`src/rtl/gba_gfx_pkg.sv`:
```
// Shared types for the per-dot layer resolution path: the pixel entry
// layout, layer identifiers, sorter FSM states and the priority key helper.
package gba_gfx_pkg;

    localparam int PIX_ENTRY_W    = 20;
    localparam int PIX_NUM_LAYERS = 5;
    localparam int PIX_COLOR_W    = 15;

    localparam logic [2:0] LAYER_BG0      = 3'd0;
    localparam logic [2:0] LAYER_BG1      = 3'd1;
    localparam logic [2:0] LAYER_BG2      = 3'd2;
    localparam logic [2:0] LAYER_BG3      = 3'd3;
    localparam logic [2:0] LAYER_OBJ      = 3'd4;
    localparam logic [2:0] LAYER_BACKDROP = 3'd5;

    // Backdrop always sits at the weakest priority level.
    localparam logic [1:0] BACKDROP_PRIO  = 2'b11;

    typedef struct packed {
        logic [1:0]             prio;
        logic [2:0]             layer;
        logic [PIX_COLOR_W-1:0] color;
    } pixel_entry_t;

    typedef enum logic [1:0] {
        ST_IDLE = 2'd0,
        ST_SCAN = 2'd1,
        ST_DONE = 2'd2
    } sorter_state_t;

    // Entry that stands in for "nothing visible" at this dot.
    function automatic pixel_entry_t backdrop_entry(input logic [PIX_COLOR_W-1:0] color);
        pixel_entry_t e;
        e.prio  = BACKDROP_PRIO;
        e.layer = LAYER_BACKDROP;
        e.color = color;
        return e;
    endfunction

    // Ordering key: the backdrop flag sits above prio so any real layer,
    // whatever its prio, ranks ahead of the backdrop. Smaller key wins.
    function automatic logic [2:0] entry_key(input pixel_entry_t e);
        return {(e.layer == LAYER_BACKDROP), e.prio};
    endfunction

endpackage

```
`src/rtl/prio_key_compare.sv`:
```
// Combinational priority compare: does a visible candidate displace the
// incumbent entry? Ties go to the incumbent (strict less-than), which is
// what makes earlier-scanned layers win equal-prio contests.
import gba_gfx_pkg::*;

module prio_key_compare (
    input  logic         visible,
    input  pixel_entry_t cand,
    input  pixel_entry_t incumbent,
    output logic         beats
);

    // Candidate wins only if visible and strictly stronger.
    always_comb begin
        beats = visible && (entry_key(cand) < entry_key(incumbent));
    end

endmodule

```
`src/rtl/pixel_priority_sorter.sv`:
```
// Per-dot layer resolution: captures the five layer candidates of one dot
// plus backdrop, scans them serially (OBJ, BG0, BG1, BG2, BG3) and yields the
// top and second visible entries for the colour special-effects stage.
//
// Build option PRIO_SECOND_LAYER_EN: when defined, second_pixel tracks the
// next visible entry underneath top. When undefined, the second-slot compare
// is absent and second_pixel is simply the backdrop entry of the captured dot.
//
// state   | meaning
// --------+-------------------------------------------------------------
// ST_IDLE | in_ready high, waiting for a dot; results register initialised
//         | to backdrop on accept
// ST_SCAN | one candidate compared per cycle, cnt_q counts down 4..0
// ST_DONE | results presented with out_valid, held until out_ready
import gba_gfx_pkg::*;

module pixel_priority_sorter #(
    parameter int ENTRY_W    = PIX_ENTRY_W,
    parameter int NUM_LAYERS = PIX_NUM_LAYERS
) (
    input  logic                          clock,
    input  logic                          reset_n,
    input  logic                          in_valid,
    output logic                          in_ready,
    input  logic [NUM_LAYERS*ENTRY_W-1:0] cand,
    input  logic [NUM_LAYERS-1:0]         opaque,
    input  logic [NUM_LAYERS-1:0]         mask,
    input  logic [PIX_COLOR_W-1:0]        backdrop,
    output logic                          out_valid,
    input  logic                          out_ready,
    output logic [ENTRY_W-1:0]            top_pixel,
    output logic [ENTRY_W-1:0]            second_pixel
);

    sorter_state_t                 state;
    logic [2:0]                    cnt_q;
    logic [NUM_LAYERS*ENTRY_W-1:0] cand_q;
    logic [NUM_LAYERS-1:0]         vis_q;
    pixel_entry_t                  top_q;
    pixel_entry_t                  second_q;

    logic [2:0]                    slot;
    pixel_entry_t                  cur_entry;
    logic                          cur_vis;
    logic                          beats_top;

    // Map the down-counter onto scan order: 4 -> OBJ, then 3..0 -> BG0..BG3.
    always_comb begin
        slot      = (cnt_q == 3'd4) ? LAYER_OBJ : (3'd3 - cnt_q);
        cur_entry = pixel_entry_t'(cand_q[int'(slot)*ENTRY_W +: ENTRY_W]);
        cur_vis   = vis_q[slot];
    end

    prio_key_compare u_cmp_top (
        .visible   (cur_vis),
        .cand      (cur_entry),
        .incumbent (top_q),
        .beats     (beats_top)
    );

`ifdef PRIO_SECOND_LAYER_EN
    logic beats_second;

    prio_key_compare u_cmp_second (
        .visible   (cur_vis),
        .cand      (cur_entry),
        .incumbent (second_q),
        .beats     (beats_second)
    );
`endif

    // Sorter FSM: capture, serial scan, then hold results until accepted.
    always_ff @(posedge clock or negedge reset_n) begin
        if (!reset_n) begin
            state     <= ST_IDLE;
            in_ready  <= 1'b1;
            out_valid <= 1'b0;
            cnt_q     <= '0;
            cand_q    <= '0;
            vis_q     <= '0;
            top_q     <= '0;
            second_q  <= '0;
        end else begin
            case (state)
                ST_IDLE: begin
                    if (in_valid && in_ready) begin
                        cand_q   <= cand;
                        vis_q    <= opaque & mask;
                        top_q    <= backdrop_entry(backdrop);
                        second_q <= backdrop_entry(backdrop);
                        cnt_q    <= 3'd4;
                        in_ready <= 1'b0;
                        state    <= ST_SCAN;
                    end
                end
                ST_SCAN: begin
`ifdef PRIO_SECOND_LAYER_EN
                    if (beats_top) begin
                        second_q <= top_q;
                        top_q    <= cur_entry;
                    end else if (beats_second) begin
                        second_q <= cur_entry;
                    end
`else
                    if (beats_top) begin
                        top_q <= cur_entry;
                    end
`endif
                    if (cnt_q == 3'd0) begin
                        out_valid <= 1'b1;
                        state     <= ST_DONE;
                    end else begin
                        cnt_q <= cnt_q - 3'd1;
                    end
                end
                ST_DONE: begin
                    if (out_ready) begin
                        out_valid <= 1'b0;
                        in_ready  <= 1'b1;
                        state     <= ST_IDLE;
                    end
                end
                default: begin
                    out_valid <= 1'b0;
                    in_ready  <= 1'b1;
                    state     <= ST_IDLE;
                end
            endcase
        end
    end

    // Results come straight from the working registers; they only move in SCAN.
    always_comb begin
        top_pixel    = top_q;
        second_pixel = second_q;
    end

endmodule

```
`config.mk`:
```
export PLATFORM = sky130hd
export DESIGN_NAME = pixel_priority_sorter
export DESIGN_NICKNAME = d
export VERILOG_FILES = /design/src/rtl/gba_gfx_pkg.sv /design/src/rtl/prio_key_compare.sv /design/src/rtl/pixel_priority_sorter.sv
export SDC_FILE = /design/constraint.sdc
export NUM_CORES = 1
export LEC_CHECK = 0
export BUFFER_PORTS_ARGS = -buffer_cell sky130_fd_sc_hd__buf_2
export CAP_MARGIN = 20
export CORE_MARGIN = 5
export CORE_UTILIZATION = 54
export DETAILED_ROUTE_END_ITERATION = 16
export PLACE_DENSITY = 0.9
export SLEW_MARGIN = 30
export SYNTH_ARGS = -nofsm -noshare
export SYNTH_HDL_FRONTEND = slang
export SYNTH_SLANG_ARGS = --single-unit
```
`constraint.sdc`:
```
create_clock -name clock -period 3.65 [get_ports clock]
set_input_delay 0.5475 -clock clock [delete_from_list [all_inputs] [get_ports clock]]
set_output_delay 0.5475 -clock clock [all_outputs]
set_load 0.02 [all_outputs]
```
==> results of run 1 <==
[metrics by stage]
stage	hold WS [ps]	total power, mW	cell area (sq um)	util, %
5_1_grt	275	7.90	8440	66.9
2_1_floorplan	252	4.75	6920	-
4_1_cts	232	7.45	8440	66.9
3_3_place_gp	452	5.47	7830	62.0
6_report	211	7.43	8440	66.9
3_5_place_dp	458	5.60	7830	62.0
[power by group through the flow]
| stage | clock [mW] | sequential, mW | combinational (mW) |
|---|---|---|---|
| 3_3_place_gp | 0 | 2.76 | 2.71 |
| 3_5_place_dp | 0 | 2.80 | 2.81 |
| 5_1_grt | 1.89 | 2.86 | 3.14 |
| 6_report | 1.80 | 2.78 | 2.85 |
| 4_1_cts | 1.83 | 2.78 | 2.84 |
| 2_1_floorplan | 0 | 2.90 | 1.86 |
[layout by cell type, fill, tap and decap left out, drive strengths merged, types with 2 or more instances in the layout]
cell type / instances
nor2: 20
a22oi: 2
nor3: 2
nand3: 8
mux4: 2
clkbuf: 19
a21boi: 2
nor3b: 2
dfrtp: 147
a21oi: 6
a21o: 2
or2: 16
mux2: 20
a211oi: 16
a211o: 15
o32a: 2
inv: 5
nand2: 377
a31oi: 16
nand2b: 4
clkinv: 7
o22ai: 21
nor2b: 18
mux2i: 6
o21ai: 3
ha: 4
bufinv: 4
buf: 183
[metal layers]
layer  vias up  part of all wire, %  track usage [%]
li1       2822                    -                -
met1      2762                   41             31.2
met2       242                   49             39.5
met3        31                  7.9             6.08
met4         0                  2.1             8.65
met5         -                    0                0
[worst max-delay path, cell delays in order (launching register included)]
cell	delay, ps
dfrtp_1	360
inv_2	100
ha_1	280
a21o_1	200
mux4_2	450
a22oi_1	210
nor3b_1	270
ha_1	300
a21oi_1	210
a41oi_1	160
o2bb2ai_2	160
buf_4	250
mux2_4	330
[flip-flops by register name (all words and copies together) (netlist names)]
name / cells
out_valid: 1
top_pixel: 20
vis_q: 5
second_pixel: 16
cand_q: 100
state: 2
in_ready: 1
cnt_q: 3
[layout make-up]
cell class                 instances  share of cell area, %
clock inverter                    11                   1.88
clock buffer                      19                   5.37
inverter                           5                  0.222
tap                              172                   2.55
timing repair buffer             183                   11.4
multi-input combinational        572                   34.7
sequential                       148                   43.9
[cells by family (layout without fill, tap and decap cells)]
logic type | count (synthesis) | after routing | synth area share, %
and+or+nand+nor | 451 | 451 | 26.5
other | 1 | 1 | 0.0542
DFF | 148 | 148 | 53.5
AOI/OAI and AO/OA | 88 | 88 | 9.04
buffers and inverters | 60 | 218 | 4.32
adders and majority gates | 4 | 4 | 0.723
muxes | 28 | 28 | 5.86
[synth_stat cells, types with 3 or more instances]
| library cell | count |
|---|---|
| nor2_1 | 20 |
| buf_4 | 7 |
| buf_2 | 20 |
| dfrtp_1 | 147 |
| nand2b_1 | 3 |
| nor2b_1 | 18 |
| a31oi_1 | 16 |
| nand2_1 | 377 |
| a21oi_1 | 6 |
| clkbuf_1 | 23 |
| or2_2 | 15 |
| buf_6 | 3 |
| o21ai_0 | 3 |
| inv_2 | 3 |
| ha_1 | 4 |
| a211oi_1 | 16 |
| a211o_1 | 15 |
| nand3_1 | 7 |
| mux2_4 | 20 |
| mux2i_1 | 6 |
| o22ai_1 | 21 |
[worst max-delay path by stage]
| stage | start | slack (ps) | to |
|---|---|---|---|
| 2_1_floorplan | cnt_q[0] | 290 | top_pixel[0] |
| 3_3_place_gp | cnt_q[1] | 420 | top_pixel[14] |
| 3_5_place_dp | cnt_q[1] | 280 | top_pixel[3] |
| 4_1_cts | cnt_q[1] | 240 | top_pixel[15] |
| 5_1_grt | cnt_q[1] | 80 | top_pixel[1] |
| 6_report | cnt_q[1] | 230 | top_pixel[3] |
==> summary.md, run 1 <==
| Metric | Value |
|---|---|
| I/O Buffers | 169 |
| Antenna diodes | 0 |
| CTS clk-pin slew, worst paths | 60 ps |
| Multi-input logic area | about 0.0029 sq mm |
| Initial Util | between 50% and 60% |
| H-tree depth | 4 |
| Outcome | finished, final reports clean |
| R2R setup slack | 230 ps |
| Seq pwr share | 37.4% |
| Synth area leaders | dfrtp_1 53%, nand2_1 20%, mux2_4 4.3%, a211o_1 1.9%, o22ai_1 1.9% |
| Clock skew | 6.73 ps |
| PD cells | 880 mW/mm^2 |
| Pre-CTS setup slack | 280 ps |
| CTS tree | yes |
| Hold-fix buffer count after cts | 0 |
| Avg Cell Area, Syn | slightly below 9 sq um |
| Max Fanout on Critical Path | 20 |
| Arr. time, crit path | 3720 ps |
| Drt drc | 0 |
| Post_cts resized | 0 |
| Synthesized flop and latch total | 148 |
| Crit path kind | reg2reg |
| Sw Share | between 30% and 40% |
| Routed WL | 17,600 um |
| Post-Syn Nets | slightly above 900 |
| I/O pin count | between 150 and 200 |
| Chip Height | 123 um |
| Synth warnings | 0 |
| Final cycle utilization of the critical path | a little over nine tenths |
| Combinational power share | 38.3% |
| Post-synth top flop | dfrtp_1 |
| Max-cap violation count | 0 |
| Sw Pwr | 2.75 mW |
| Startpoint class of the critical path | flip-flop |
| Vias | 5,857 |
| Final WS setup | 229 ps |
| Share of cells above drive strength 1 | about 28% |
| Async SR Flop Fraction | 100% |
| Sum Neg Setup Slack | 0 ps |
| Final Slew Violations | 0 |
| Post-synth EDFFs | 0 |
| Post-Syn Area | 0.00692 sq mm |
| Largest net degree at the start of global routing | 115 |
| Fmax | ~290 MHz |
| Tightest Pin Transition | 829 ps |
| Netlist cell types | 42 |
| Final hold viol count | 0 |
| Clock buffer count from CTS | 17 |
| Layout area overhead | 21.9% |
| Post-route ant nets | 0 |
| Global route overflow | 0 |
| Root Buffer | clkbuf_16 |
| Global-route wire length before repair | 28,100 um |
| Die area | 0.0152 sq mm |
| P_int | 4.68 mW |
| CTS max path bufs | 2 |
| Rel. slew slack | roughly 45% |
| Initial antenna violation count | 0 |
| Setup Buffers After CTS | 0 |
| Worst-case reg-to-reg path depth | 12 |
| Final nets | 1,060 |
| Register area | 0.00371 sq mm |
| Placer congestion estimate | 0.873 |
| Count of standard-cell rows | 41 |
| Worst r2r src | cnt_q[1] |
| Placed cell count | 1,080 |
| DR vias/cell | 5.28 |
| Clk Latency, worst-skew pair | 420 ps |
| Area fraction of the dominant cell type after synthesis | 53.1% |
| CTS sink count | 148 |
| # fillers | 1,004 |
| Leakage | 4.58 nW |
| First drt pass iteration count | 5 |
| RSZ-0062 raised after global routing | no |
| Vias in the first global route | 5,690 |
| Sequential fraction of the synthesis area | 53.5% |
| Worst hold path type | in2async |
| Non-filler instance count after layout | 1,110 |
| Final setup viols | 0 |
| Worst setup EP type | flip-flop |
| Critical Path RT | 3950 ps |
| Clock power share | between 20 and 25% |
| Crit path time final | 3420 ps |
| Core area | roughly 0.013 sq mm |
| Reg-to-reg endpoint | top_pixel[3] |
| Per-cell routed wire length | 15.9 um |
| Total GRT Usage | 24.1% |
| Top cell type by total area after synthesis | dfrtp_1 |
| Placed wire-length estimate | 12,600 um |
| Chip width | around 120 um |
| DRT iter0 DRCs | 674 |
| Worst vdd ir | 0.334 mV |
| Syn Inst Count | 780 |
Power figures use the tool's default switching activity.
==> inputs of run 2 (changes only) <==
--- a/config.mk
+++ b/config.mk
@@ -9,6 +9,7 @@
 export CAP_MARGIN = 20
 export CORE_MARGIN = 5
 export CORE_UTILIZATION = 54
+export CTS_CLUSTER_DIAMETER = 60
 export DETAILED_ROUTE_END_ITERATION = 16
 export PLACE_DENSITY = 0.9
 export SLEW_MARGIN = 30
==> constraint.sdc (replaced) <==
create_clock -name clock -period 3.77 [get_ports clock]
set_input_delay 0.5655 -clock clock [delete_from_list [all_inputs] [get_ports clock]]
set_output_delay 0.5655 -clock clock [all_outputs]
set_load 0.02 [all_outputs]
==> summary.md, run 2 (synthesized netlist as in run 1, its figures left out) <==
| Metric | Value |
|---|---|
| Outcome | finished, final reports clean |
| Layout area overhead | 21.5% |
| Chip width | 123 um |
| Placer congestion estimate | 0.893 |
| Count of standard-cell rows | 41 |
| Rel. slew slack | between 40% and 50% |
| Chip Height | 123 um |
| Global route overflow | 0 |
| Vias | between 5,000 and 6,000 |
| H-tree depth | 4 |
| Worst vdd ir | 0.352 mV |
| Max-cap violation count | 0 |
| Hold-fix buffer count after cts | 0 |
| PD cells | 846 mW/mm^2 |
| Critical Path RT | 4070 ps |
| Drt drc | 0 |
| Reg-to-reg endpoint | top_pixel[4] |
| Clock buffer count from CTS | 17 |
| Largest net degree at the start of global routing | 121 |
| Post_cts resized | 0 |
| Root Buffer | clkbuf_16 |
| Worst-case reg-to-reg path depth | 12 |
| Setup Buffers After CTS | 0 |
| Pre-CTS setup slack | 458 ps |
| Die area | 0.0152 sq mm |
| DR vias/cell | 5.30 |
| Biggest register | cand_q |
| Sum Neg Setup Slack | 0 ps |
| First drt pass iteration count | 5 |
| CTS tree | yes |
| Worst r2r src | cnt_q[1] |
| Antenna diodes | 0 |
| Commonest non-fill, non-tap cell in the layout | nand2_1 |
| Tightest Pin Transition | 831 ps |
| Per-cell routed wire length | between 15 and 20 um |
| Fmax | around 300 MHz |
| Initial antenna violation count | 0 |
| Clk Latency, worst-skew pair | 420 ps |
| Placed wire-length estimate | 12,500 um |
| Final Slew Violations | 0 |
| Final setup viols | 0 |
| Worst hold path type | in2async |
| Startpoint class of the critical path | flip-flop |
| Worst setup EP type | flip-flop |
| DRT iter0 DRCs | 571 |
| Final WS setup | 358 ps |
| CTS sink count | 148 |
| RSZ-0062 raised after global routing | no |
| Max Fanout on Critical Path | 20 |
| Final nets | 1,058 |
| I/O pin count | 171 |
| Arr. time, crit path | 3720 ps |
| Final hold viol count | 0 |
| Final Total Pwr | 7.12 mW |
| Crit path time final | 3410 ps |
| Leakage | 4.55 nW |
| Commonest cells after routing, fill and taps aside | 377 x nand2_1, 168 x buf_2, 146 x dfrtp_1, 21 x o22ai_1 |
| CTS max path bufs | 2 |
| Design area | around 0.0084 sq mm |
| I/O Buffers | 169 |
| Clock skew | between 7 and 8 ps |
| Initial Util | between 50% and 60% |
| Area after DPL | 0.00782 sq mm |
| Total GRT Usage | 23.9% |
| Global-route wire length before repair | approximately 28,000 um |
| Share of cells above drive strength 1 | 27.7% |
| Max reg flops | 100 |
| Routed WL | 18,000 um |
| Crit path kind | reg2reg |
| CTS clk-pin slew, worst paths | 60 ps |
| Vias in the first global route | between 5,000 and 6,000 |
| Placed cell count | 1,078 |
| R2R setup slack | 360 ps |
| Post-route ant nets | 0 |
| Core area | 0.0126 sq mm |
| Final cycle utilization of the critical path | 90.5% |
| Non-filler instance count after layout | 1,110 |
==> run 2: cell types whose count changed in the layout (fill, tap and decap cells not counted) <==
cell | before | now
buf_12 | 0 | 1
buf_4 | 14 | 11
buf_6 | 0 | 1
buf_8 | 1 | 0
bufinv_16 | 4 | 2
clkbuf_1 | 0 | 1
clkinv_2 | 6 | 4
clkinvlp_4 | 0 | 3
inv_6 | 0 | 2
==> run 2: layer usage <==
metal / GRT usage (%) / up-vias / wire length, um
met5: 0 / - / 0
met4: 10.9 / 0 / 575
met3: 5.49 / 43 / 1420
met2: 39.5 / 245 / 8750
met1: 30.0 / 2780 / 7210
li1: - / 2819 / -
==> run 2: worst max-delay path by stage <==
stage | start | endpoint | slack, ps | cells past startpoint
floorplan | cnt_q[0] | top_pixel[0] | 410 | 16
global placement | cnt_q[1] | top_pixel[2] | 520 | 12
detailed placement | cnt_q[1] | top_pixel[0] | 460 | 12
CTS | cnt_q[1] | top_pixel[4] | 440 | 12
global route | cnt_q[1] | top_pixel[1] | 190 | 12
finish | cnt_q[1] | top_pixel[4] | 360 | 12
==> run 2: cell type report <==
cell class	instances	area, sq um
flip-flops and latches	148	3710
inverters	5	18.8
clock inverters	12	129
multi-input cells	572	2930
well taps	172	215
fillers	1018	4210
repair buffers	181	955
clock buffers	20	457
==> run 2: metrics by stage <==
step	util, %	hold WS [ps]
3_5_place_dp	62.0	457
5_1_grt	66.6	289
6_report	66.6	225
2_1_floorplan	-	270
3_3_place_gp	62.0	451
4_1_cts	66.6	249
==> run 2: where the power goes <==
group          total [mW]  switching [mW]  internal (mW)  leakage (nW)
sequential           2.70           0.428           2.27          1.86
clock                1.66           0.653           1.01         0.283
combinational        2.76            1.62           1.14          2.40
==> run 2: worst max-delay path, stage by stage (launching register included) <==
cell,delay (ps)
dfrtp_1,360
inv_2,100
ha_1,280
a21o_1,200
mux4_2,450
a22oi_1,290
nor3b_1,100
ha_1,320
a21oi_1,90
a41oi_1,260
o2bb2ai_2,130
buf_4,370
mux2_4,340
==> inputs of run 3 (changes only) <==
--- a/config.mk
+++ b/config.mk
@@ -7,6 +7,7 @@
 export LEC_CHECK = 0
 export BUFFER_PORTS_ARGS = -buffer_cell sky130_fd_sc_hd__buf_2
 export CAP_MARGIN = 20
+export CORE_ASPECT_RATIO = 1.2
 export CORE_MARGIN = 5
 export CORE_UTILIZATION = 54
 export CTS_CLUSTER_DIAMETER = 60
==> summary.md, run 3 (synthesized netlist as in run 1, its figures left out) <==
| Metric | Value |
|---|---|
| Outcome | finished, final reports clean |
| Rel. slew slack | a little under a third |
| Layout area overhead | 22.9% |
| CTS sink count | ~150 |
| Leakage | 4.58 nW |
| Antenna diodes | 0 |
| Buf/Inv on CP | 1 |
| Max-cap violation count | 0 |
| CP most frequent cell | ha_1 |
| Commonest cells after routing, fill and taps aside | 377 x nand2_1, 168 x buf_2, 146 x dfrtp_1, 21 x o22ai_1 |
| Critical Path RT | between 4000 and 5000 ps |
| Worst setup EP type | flip-flop |
| Die area | 0.0152 sq mm |
| Total GRT Usage | 23.5% |
| Drt drc | 0 |
| Reg-to-reg endpoint | top_pixel[0] |
| Placed wire-length estimate | between 10,000 and 15,000 um |
| Arr. time, crit path | 3940 ps |
| Final hold slack | 222 ps |
| Final nets | between 1,000 and 1,500 |
| Max Fanout on Critical Path | 10 |
| Biggest register | cand_q |
| DR vias/cell | 5.30 |
| CTS clk-pin slew, worst paths | 60 ps |
| Pre-CTS setup slack | 288 ps |
| Largest net degree at the start of global routing | 121 |
| PD cells | ~850 mW/mm^2 |
| Chip width | 113 um |
| I/O Buffers | 169 |
| First drt pass iteration count | 5 |
| Slowest stage delay, CP | 460 ps |
| Worst r2r src | cnt_q[1] |
| Max reg flops | 100 |
| Initial Util | 54.9% |
| Per-cell routed wire length | 16.1 um |
| Post-route ant nets | 0 |
| Chip Height | 134 um |
| Clk Latency, worst-skew pair | around 410 ps |
| Share of cells above drive strength 1 | 28.0% |
| Vias | 5,843 |
| Global route overflow | 0 |
| I/O pin count | 171 |
| H-tree depth | 4 |
| R2R setup slack | 130 ps |
| Routed WL | roughly 18,000 um |
| Sum Neg Setup Slack | 0 ps |
| Vias in the first global route | 5,938 |
| Final WS setup | roughly 130 ps |
| Fin util | 67.5% |
| Slowest stage cell, crit path | mux4_2 |
| Crit path time final | about 3600 ps |
| Worst vdd ir | 0.394 mV |
| DRT iter0 DRCs | 433 |
| CTS max path bufs | 2 |
| Global-route wire length before repair | 28,400 um |
| Final setup viols | 0 |
| CTS tree | yes |
| Setup Buffers After CTS | 0 |
| Placer congestion estimate | 0.835 |
| Initial antenna violation count | 0 |
| Final cycle utilization of the critical path | 96.6% |
| Startpoint class of the critical path | flip-flop |
| Core area | around 0.013 sq mm |
| Fmax | 274 MHz |
| Final hold viol count | 0 |
| Crit path max-delay family | compound AO/OA/AOI/OAI gates |
| Tightest Pin Transition | 1040 ps |
| Root Buffer | clkbuf_16 |
| Crit path kind | reg2reg |
| Worst hold path type | in2async |
| Worst-case reg-to-reg path depth | 11 |
| Cell Chain, Critical Path | inv_2 > ha_1 > a21o_1 > mux4_2 > a22oi_1 > nor3b_2 > ha_1 > a21oi_1 > a41oi_2 > o2bb2ai_4 > mux2_4 |
| Commonest non-fill, non-tap cell in the layout | nand2_1 |
| Final Slew Violations | 0 |
| Clock skew | 8.13 ps |
| Clock buffer count from CTS | 17 |
| Count of standard-cell rows | 45 |
## run 3: worst max path at each step
stage,slack [ps],cells past startpoint,start,end
after floorplan,410,16,cnt_q[0],top_pixel[0]
after global placement,480,11,cnt_q[1],top_pixel[2]
after detailed placement,290,11,cnt_q[1],top_pixel[2]
after CTS,200,11,cnt_q[1],top_pixel[17]
after global routing,-7,11,cnt_q[1],top_pixel[11]
final,130,11,cnt_q[1],top_pixel[0]
## run 3: report_power, final
group / internal (mW) / total (mW) / switching (mW)
clock network: 1.12 / 1.77 / 0.643
registers: 2.27 / 2.70 / 0.428
logic: 1.15 / 2.80 / 1.65
## run 3: layout make-up
class                      count  area (sq um)
multi-input combinational    574          3000
timing repair buffer         179           955
inverter                       5          18.8
sequential                   148          3710
fill                         995          4100
clock inverter                13           181
clock buffer                  19           443
tap                          164           205
## run 3: routing by layer
metal / wire [um] / vias up / global-route usage, %
met5: 0 / - / 0
met4: 361 / 0 / 8.15
met3: 1080 / 33 / 4.92
met2: 8690 / 203 / 38.9
met1: 7560 / 2779 / 30.7
li1: - / 2828 / -
## run 3: timing repair
action | in CTS | in global routing
hold buffers | 0 | 0
resized for setup | 0 | 4
endpoints found under the setup margin | 0 | 20
## run 3: per-stage QoR
| step | cells | cell area (sq um) | total power [mW] |
|---|---|---|---|
| finish | 1102 | 8510 | 7.26 |
| global route | 1102 | 8510 | 7.74 |
| CTS | 1100 | 8450 | 7.22 |
| detailed placement | 1068 | 7820 | 5.40 |
| global placement | 1068 | 7820 | 5.26 |
| floorplan | 780 | 6920 | 4.60 |
## run 3: worst reg2reg max path: stages (launching register included)
cell       delay (ps)
dfrtp_1           370
inv_2             100
ha_1              290
a21o_1            210
mux4_2            460
a22oi_1           350
nor3b_2           100
ha_1              340
a21oi_1           300
a41oi_2           310
o2bb2ai_4         320
mux2_4            380
